### src/rtl/alu_mul_sequencer.sv
// alu_mul_sequencer: multi-cycle unsigned 32x32 multiply controller.
// While a multiply runs, this block borrows the shared EX-stage ALU and drives
// one shift-add iteration through it per cycle, using the ALU's ADD op. The
// 64-bit product lands in HI/LO, and the pipeline is stalled while the
// multiply is busy. When no multiply is running, the EX-stage operands and op
// pass straight through to the ALU.
module alu_mul_sequencer #(
  parameter int NB_REG       = 32,
  parameter int NB_ALU_CTRLI = 4,
  parameter int NB_COUNT     = 6
) (
  input  logic                    i_clock,
  input  logic                    i_reset,
  input  logic                    i_start,
  input  logic [NB_REG-1:0]       i_op_a,
  input  logic [NB_REG-1:0]       i_op_b,
  input  logic                    i_flush,
  input  logic [NB_REG-1:0]       i_ex_a,
  input  logic [NB_REG-1:0]       i_ex_b,
  input  logic [NB_ALU_CTRLI-1:0] i_ex_alu_op,
  input  logic [NB_REG-1:0]       i_alu_result,
  output logic [NB_REG-1:0]       o_alu_a,
  output logic [NB_REG-1:0]       o_alu_b,
  output logic [NB_ALU_CTRLI-1:0] o_alu_op,
  output logic                    o_busy,
  output logic                    o_done,
  output logic [NB_REG-1:0]       o_hi,
  output logic [NB_REG-1:0]       o_lo
);

  localparam logic [NB_ALU_CTRLI-1:0] OP_ADD   = NB_ALU_CTRLI'(4'h3);
  localparam logic [NB_COUNT-1:0]     LAST_CNT = NB_COUNT'(NB_REG - 1);

  typedef enum logic [1:0] {
    IDLE = 2'd0,
    RUN  = 2'd1,
    DONE = 2'd2
  } state_t;

  state_t              state_q, state_d;
  logic [NB_COUNT-1:0] cnt_q;
  logic [NB_REG-1:0]   mcand_q;
  logic [NB_REG-1:0]   acc_q;
  logic [NB_REG-1:0]   mul_q;
  logic [NB_REG-1:0]   hi_q;
  logic [NB_REG-1:0]   lo_q;
  logic                busy_q;
  logic                done_q;

  logic                carry;
  logic [NB_REG-1:0]   acc_shift;
  logic [NB_REG-1:0]   mul_shift;
  logic                accept;

  // The ALU has no carry output, so the carry out of acc + addend is
  // recovered by an unsigned wrap test: the sum is smaller than acc only
  // if the addition overflowed.
  function automatic logic add_carry(input logic [NB_REG-1:0] sum,
                                     input logic [NB_REG-1:0] base);
    return (sum < base);
  endfunction

  assign carry     = add_carry(i_alu_result, acc_q);
  // {acc,mul} <= {carry,sum,mul} >> 1
  assign acc_shift = {carry, i_alu_result[NB_REG-1:1]};
  assign mul_shift = {i_alu_result[0], mul_q[NB_REG-1:1]};

  // A start is honoured only outside RUN, and a flush always beats it.
  assign accept    = i_start && !i_flush && (state_q != RUN);

  // Next-state decode and ALU operand mux
  always_comb begin
    state_d  = state_q;
    o_alu_a  = i_ex_a;
    o_alu_b  = i_ex_b;
    o_alu_op = i_ex_alu_op;
    unique case (state_q)
      IDLE: begin
        if (accept) state_d = RUN;
      end
      RUN: begin
        o_alu_a  = acc_q;
        o_alu_b  = mul_q[0] ? mcand_q : '0;
        o_alu_op = OP_ADD;
        if (i_flush)                state_d = IDLE;
        else if (cnt_q == LAST_CNT) state_d = DONE;
      end
      DONE: begin
        state_d = accept ? RUN : IDLE;
      end
      default: state_d = IDLE;
    endcase
  end

  // State, iteration datapath and HI/LO registers
  always_ff @(posedge i_clock or negedge i_reset) begin
    if (!i_reset) begin
      state_q <= IDLE;
      cnt_q   <= '0;
      mcand_q <= '0;
      acc_q   <= '0;
      mul_q   <= '0;
      hi_q    <= '0;
      lo_q    <= '0;
      busy_q  <= 1'b0;
      done_q  <= 1'b0;
    end else begin
      state_q <= state_d;
      busy_q  <= (state_d == RUN);
      done_q  <= (state_d == DONE);
      if (accept) begin
        mcand_q <= i_op_a;
        acc_q   <= '0;
        mul_q   <= i_op_b;
        cnt_q   <= '0;
      end else if (state_q == RUN) begin
        acc_q   <= acc_shift;
        mul_q   <= mul_shift;
        cnt_q   <= cnt_q + NB_COUNT'(1);
      end
      // HI/LO take the product from the final iteration's shifted result.
      if ((state_q == RUN) && (state_d == DONE)) begin
        hi_q    <= acc_shift;
        lo_q    <= mul_shift;
      end
    end
  end

  assign o_busy = busy_q;
  assign o_done = done_q;
  assign o_hi   = hi_q;
  assign o_lo   = lo_q;

endmodule

### config.mk
export PLATFORM = sky130hd
export DESIGN_NAME = alu_mul_sequencer
export DESIGN_NICKNAME = d
export VERILOG_FILES = /design/src/rtl/alu_mul_sequencer.sv
export SDC_FILE = /design/constraint.sdc
export NUM_CORES = 1
export LEC_CHECK = 0
export CAP_MARGIN = 20
export CORE_MARGIN = 3
export CORE_UTILIZATION = 45
export DETAILED_ROUTE_END_ITERATION = 10
export PLACE_DENSITY = 0.8
export SKIP_CTS_REPAIR_TIMING = 1
export SYNTH_ARGS = -nofsm -noshare
export SYNTH_HDL_FRONTEND = slang
export SYNTH_SLANG_ARGS = --single-unit
### constraint.sdc
create_clock -name i_clock -period 2.8 [get_ports i_clock]
set_input_delay 0.84 -clock i_clock [delete_from_list [all_inputs] [get_ports i_clock]]
set_output_delay 0.84 -clock i_clock [all_outputs]
set_load 0.02 [all_outputs]
* Yosys cells after proc, flatten, opt, wreduce, memory -nomap -nowiden *
Index checks and enable logic that the tools add are counted.
W data, S select, Z words.

storage, ports and cells
  register bits after elaboration = 170

operators by class
  add/subtract/negate cells = 1
  $lt $le $gt $ge = 1
  equality and inequality tests = 6
  multiplexer cells = 15
  reduce and logical (&&, ||, !) cells = 6

operator list
  kind                   number
  $mux W32               7
  $lt A32 B32 Y1         1
  $mux W6                2
  $add A6 B1 Y6 const B  1
  $eq A6 B5 Y1 const B   1
  $mux W2                3
  $pmux W2 S3            1
  $eq A2 B1 Y1 const B   2
  $eq A2 B2 Y1 const B   2
  $mux W4                1
  $logic_and A1 B1 Y1    3
  $logic_not A2 Y1       1
  $ne A2 B1 Y1 const B   1
  $reduce_bool A2 Y1     1
  $logic_not A1 Y1       1
  $mux W1                1

* Depth between registers and ports, before layout *
  depth after elaboration = 7
  gate-level depth with buffers = 8
  depth with buffers taken out = 8

* Worst setup path after synthesis *
Ideal clock, no wire load.

  path type = input to register
  from = input port i_alu_result[14]
  to = register hi_q[31] (netlist: o_hi[31])
  setup time = 0.125 ns
  arrival = 2.347 ns
  data required time = 2.675 ns
  setup slack = 0.328 ns
  cell stages on the path = 7
  buffers on the path = 0
  cell sequence = ha_1 -> and4_1 -> nand2_1 -> or4_1 -> a31oi_1 -> a2111oi_1 -> mux2_2

on the way
  word-level cells in the longest chain between the ends = 1

RTL lines
  element               line  text
  start, declared       21    input logic [NB_REG-1:0] i_alu_result,
  $lt A32 B32 Y1        60    return (sum < base);
  end signal, assigned  123   hi_q <= acc_shift;
  end, declared         45    logic [NB_REG-1:0] hi_q;

Every way passes these cells.
A chain may end at the register's enable or synchronous reset.

* Final worst setup path *
  from = input port i_alu_result[27]
  to = register hi_q[31] (netlist: o_hi[31])

Same word-level chain as after synthesis.

==> impl_metrics.yaml <==
sta:
  fmax_mhz: 359
  hold_violations: 0
  clock_skew_ns: 0.0134
  worst_slack_ns: 0.0146
  finalCriticalPeriod_ns: 2.79
  finalSetupViolations: 0
  finalCritPeriodShare: 0.995
  maxSlewHeadroom: 0.393
  worst_pin_slew_ns: 0.911
  slew_viol_final: 0
clock_network:
  cts_buffers: 17
  cts_tree: "yes"
  clk_latency_ns: 0.42
  cts_sinks: 170
  htree_levels: 4
  cts.path.max_buffers: 2
  cts-root-buf: "clkbuf_16"
  clk_pin_slew_ns: 0.07
power_and_ir_drop:
  clock_power_share: 0.334
  ir_drop_v: 0.000404
  netSwitchingFraction: 0.296
  power.switching_mw: 2.06
  combPwrFrac: 0.242
  power_leakage_nw: 6.51
  share_seq_of_total_power: 0.424
  p_total_mw: 6.96
  internal_power_mw: 4.90
  pwr_density_cell_nw_per_um2: 547
routing:
  ant_nets: 0
  dr_total_vias: 6872
  wl_per_cell_um: 18.0
  dr.first_iter.drc_count: 240
  drc: 0
  routed_wl_um: 23700
  first_pass_iters: 4
  routed_via_density: 5.21
hold_path:
  holdCritPathClass: "in -> async"
placed_design:
  place_ws_ns: -0.452
  gp_congestion: 0.856
  io_buffers: 301
  dp_hpwl_um: 16900
  placed_area_sq_um: 11900
run_status:
  status: "finished, final reports clean"
yosys:
  synth_cell_type_count: 40
  synthesis.area_sq_um: 8370
  ys_seq_area_frac: 0.508
  synth_area_per_cell_sq_um: 11.2
  ys_warn_count: 0
  synthCells: 749
  ys_ff_latch: 170
  synth_nets: 949
global_route:
  track_usage: 0.228
  grt_pass1_vias: 7195
  antenna_found_initial: 0
  grt_max_degree: 96
  overflow: 0
  grt_pass1_wl_um: 37000
setup_path:
  endpoint_kind: "flop"
  critPathSlowestCell: "or4_1"
  reg2reg_slack_ns: 0.48
  timing_worst_setup_path_type: "in -> reg"
  cp_cell_sequence: "clkdlybuf4s50_1 > ha_4 > nand4_1 > or4_1 > a31oi_1 > a2111oi_2 > mux2_4"
  critPathArrivalTime_ns: 3.08
  path_max_fanout: 3
  cp-start-kind: "input port"
  slowest_delay_ns: 0.61
  cp.required_ns: 3.09
floorplanning:
  die_area_sq_um: 20300
  start_util: 0.461
  row_count: 49
  fp.coreArea_sq_um: 18100
  die_w_um: 142
  die_y_um: 142
  ios: 302
cells_and_area:
  syn_to_final_growth_pct: 51.9
  layout_common_cells: "232 x clkdlybuf4s50_1, 168 x dfrtp_1, 140 x nand2_1"
  nets: 1275
  fin_util: 0.701
  layout_commonest_cell: "clkdlybuf4s50_1"
  layout-drive-gt1-share: 0.179
  design_area_sq_um: 12700
flow_run:
  timing.max_cap.violations: 0
## worst max-delay path, delay by kind of cell
kind,cells,cell delay [ns]
AO/OA/AOI/OAI,2,0.42
adder cells (fa/ha/maj),1,0.31
buffers and inverters,1,0.48
multiplexers,1,0.27
AND/OR/NAND/NOR,2,0.77
## state kept, by name, indices dropped and copies added, names as in the netlist
name,count
o_hi,32
cnt_q,6
o_done,1
acc_q,32
o_busy,1
mcand_q,32
mul_q,32
state_q,2
o_lo,32
## synth_stat cells
cell | count | area (sq um)
nand3_2 | 1 | 10.0
and4_1 | 2 | 17.5
buf_6 | 1 | 11.3
clkbuf_1 | 24 | 90.1
a21o_1 | 2 | 15.0
nor2_1 | 9 | 33.8
and2_0 | 1 | 6.26
nand3_1 | 34 | 170
a221oi_1 | 1 | 8.76
and2_1 | 3 | 18.8
mux2_4 | 49 | 736
buf_1 | 9 | 33.8
dfrtp_1 | 170 | 4250
a2bb2oi_1 | 1 | 8.76
nand2_1 | 140 | 526
mux2i_1 | 32 | 320
a31oi_1 | 2 | 12.5
nor3_4 | 1 | 16.3
and3_1 | 1 | 6.26
or4_1 | 2 | 15.0
a21oi_1 | 10 | 50.1
ha_1 | 32 | 400
buf_4 | 1 | 7.51
or3b_4 | 1 | 11.3
nor2b_1 | 4 | 25.0
o21ai_0 | 73 | 365
xor2_1 | 1 | 8.76
mux2_2 | 47 | 529
nand4_1 | 5 | 31.3
buf_12 | 5 | 100
o21a_1 | 1 | 7.51
a22o_1 | 33 | 289
inv_1 | 31 | 116
a2111oi_1 | 1 | 10.0
o21ai_1 | 1 | 5.00
nand2b_1 | 5 | 31.3
buf_2 | 9 | 45.0
nor3_1 | 1 | 5.00
a2111oi_0 | 2 | 17.5
a211oi_1 | 1 | 7.51
## stage by stage
| stage | hold WS, ns | instances | TNS (ns) |
|---|---|---|---|
| finish | 0.370 | 1318 | 0 |
| global route | 0.380 | 1317 | -0.0310 |
| CTS | 0.378 | 1315 | -11.28 |
| detailed placement | 0.484 | 1283 | -5.12 |
| global placement | 0.466 | 1283 | -4.39 |
| floorplan | 0.452 | 749 | 0 |
## final cells by class
class	count	area (sq um)
timing repair buffer	355	3700
antenna	1	2.50
clock inverter	14	156
multi-input combinational	500	3770
fill	1314	5430
inverter	31	116
tap	229	287
clock buffer	18	429
sequential	170	4260
## path summary, 6_finish.rpt
path | depth (start not counted) | endpoint | startpoint
worst max-delay path | 7 | o_hi[31] | i_alu_result[27]
worst min-delay path | 1 | o_lo[26] | i_reset
worst max register to register | 7 | o_hi[31] | acc_q[27]
worst min register to register | 1 | acc_q[6] | acc_q[6]
max in group asynchronous | 2 | state_q[0] | i_reset
min in group i_clock | 1 | acc_q[6] | acc_q[6]
## power by group through the flow
stage / logic (mW) / registers, mW / clock network, mW
after detailed placement: 1.69 / 2.99 / 0
after global placement: 1.64 / 2.97 / 0
after floorplan: 0.824 / 2.97 / 0
after global routing: 1.84 / 2.99 / 2.48
after CTS: 1.70 / 2.95 / 2.39
final: 1.68 / 2.95 / 2.32
## metal layers
layer / part of all wire / vias up / track usage / wire, um
met1: 0.42 / 3367 / 0.290 / 9900
met4: 0.025 / 0 / 0.0695 / 585
met3: 0.063 / 36 / 0.0672 / 1500
met5: 0 / - / 0 / 0
li1: - / 3254 / - / -
met2: 0.49 / 215 / 0.380 / 11700
## cells by family (layout without fill, tap and decap cells)
group,count (synthesis),after routing,share of synthesized area
other cells,0,1,0
compound gates,128,128,0.0952
mux,128,128,0.189
buf+inv,80,418,0.0483
xor+xnor,1,1,0.00105
flops,170,170,0.508
fa+ha+maj,32,32,0.0478
simple gates,210,211,0.110
Note: power is estimated with default switching activity, not from simulation.
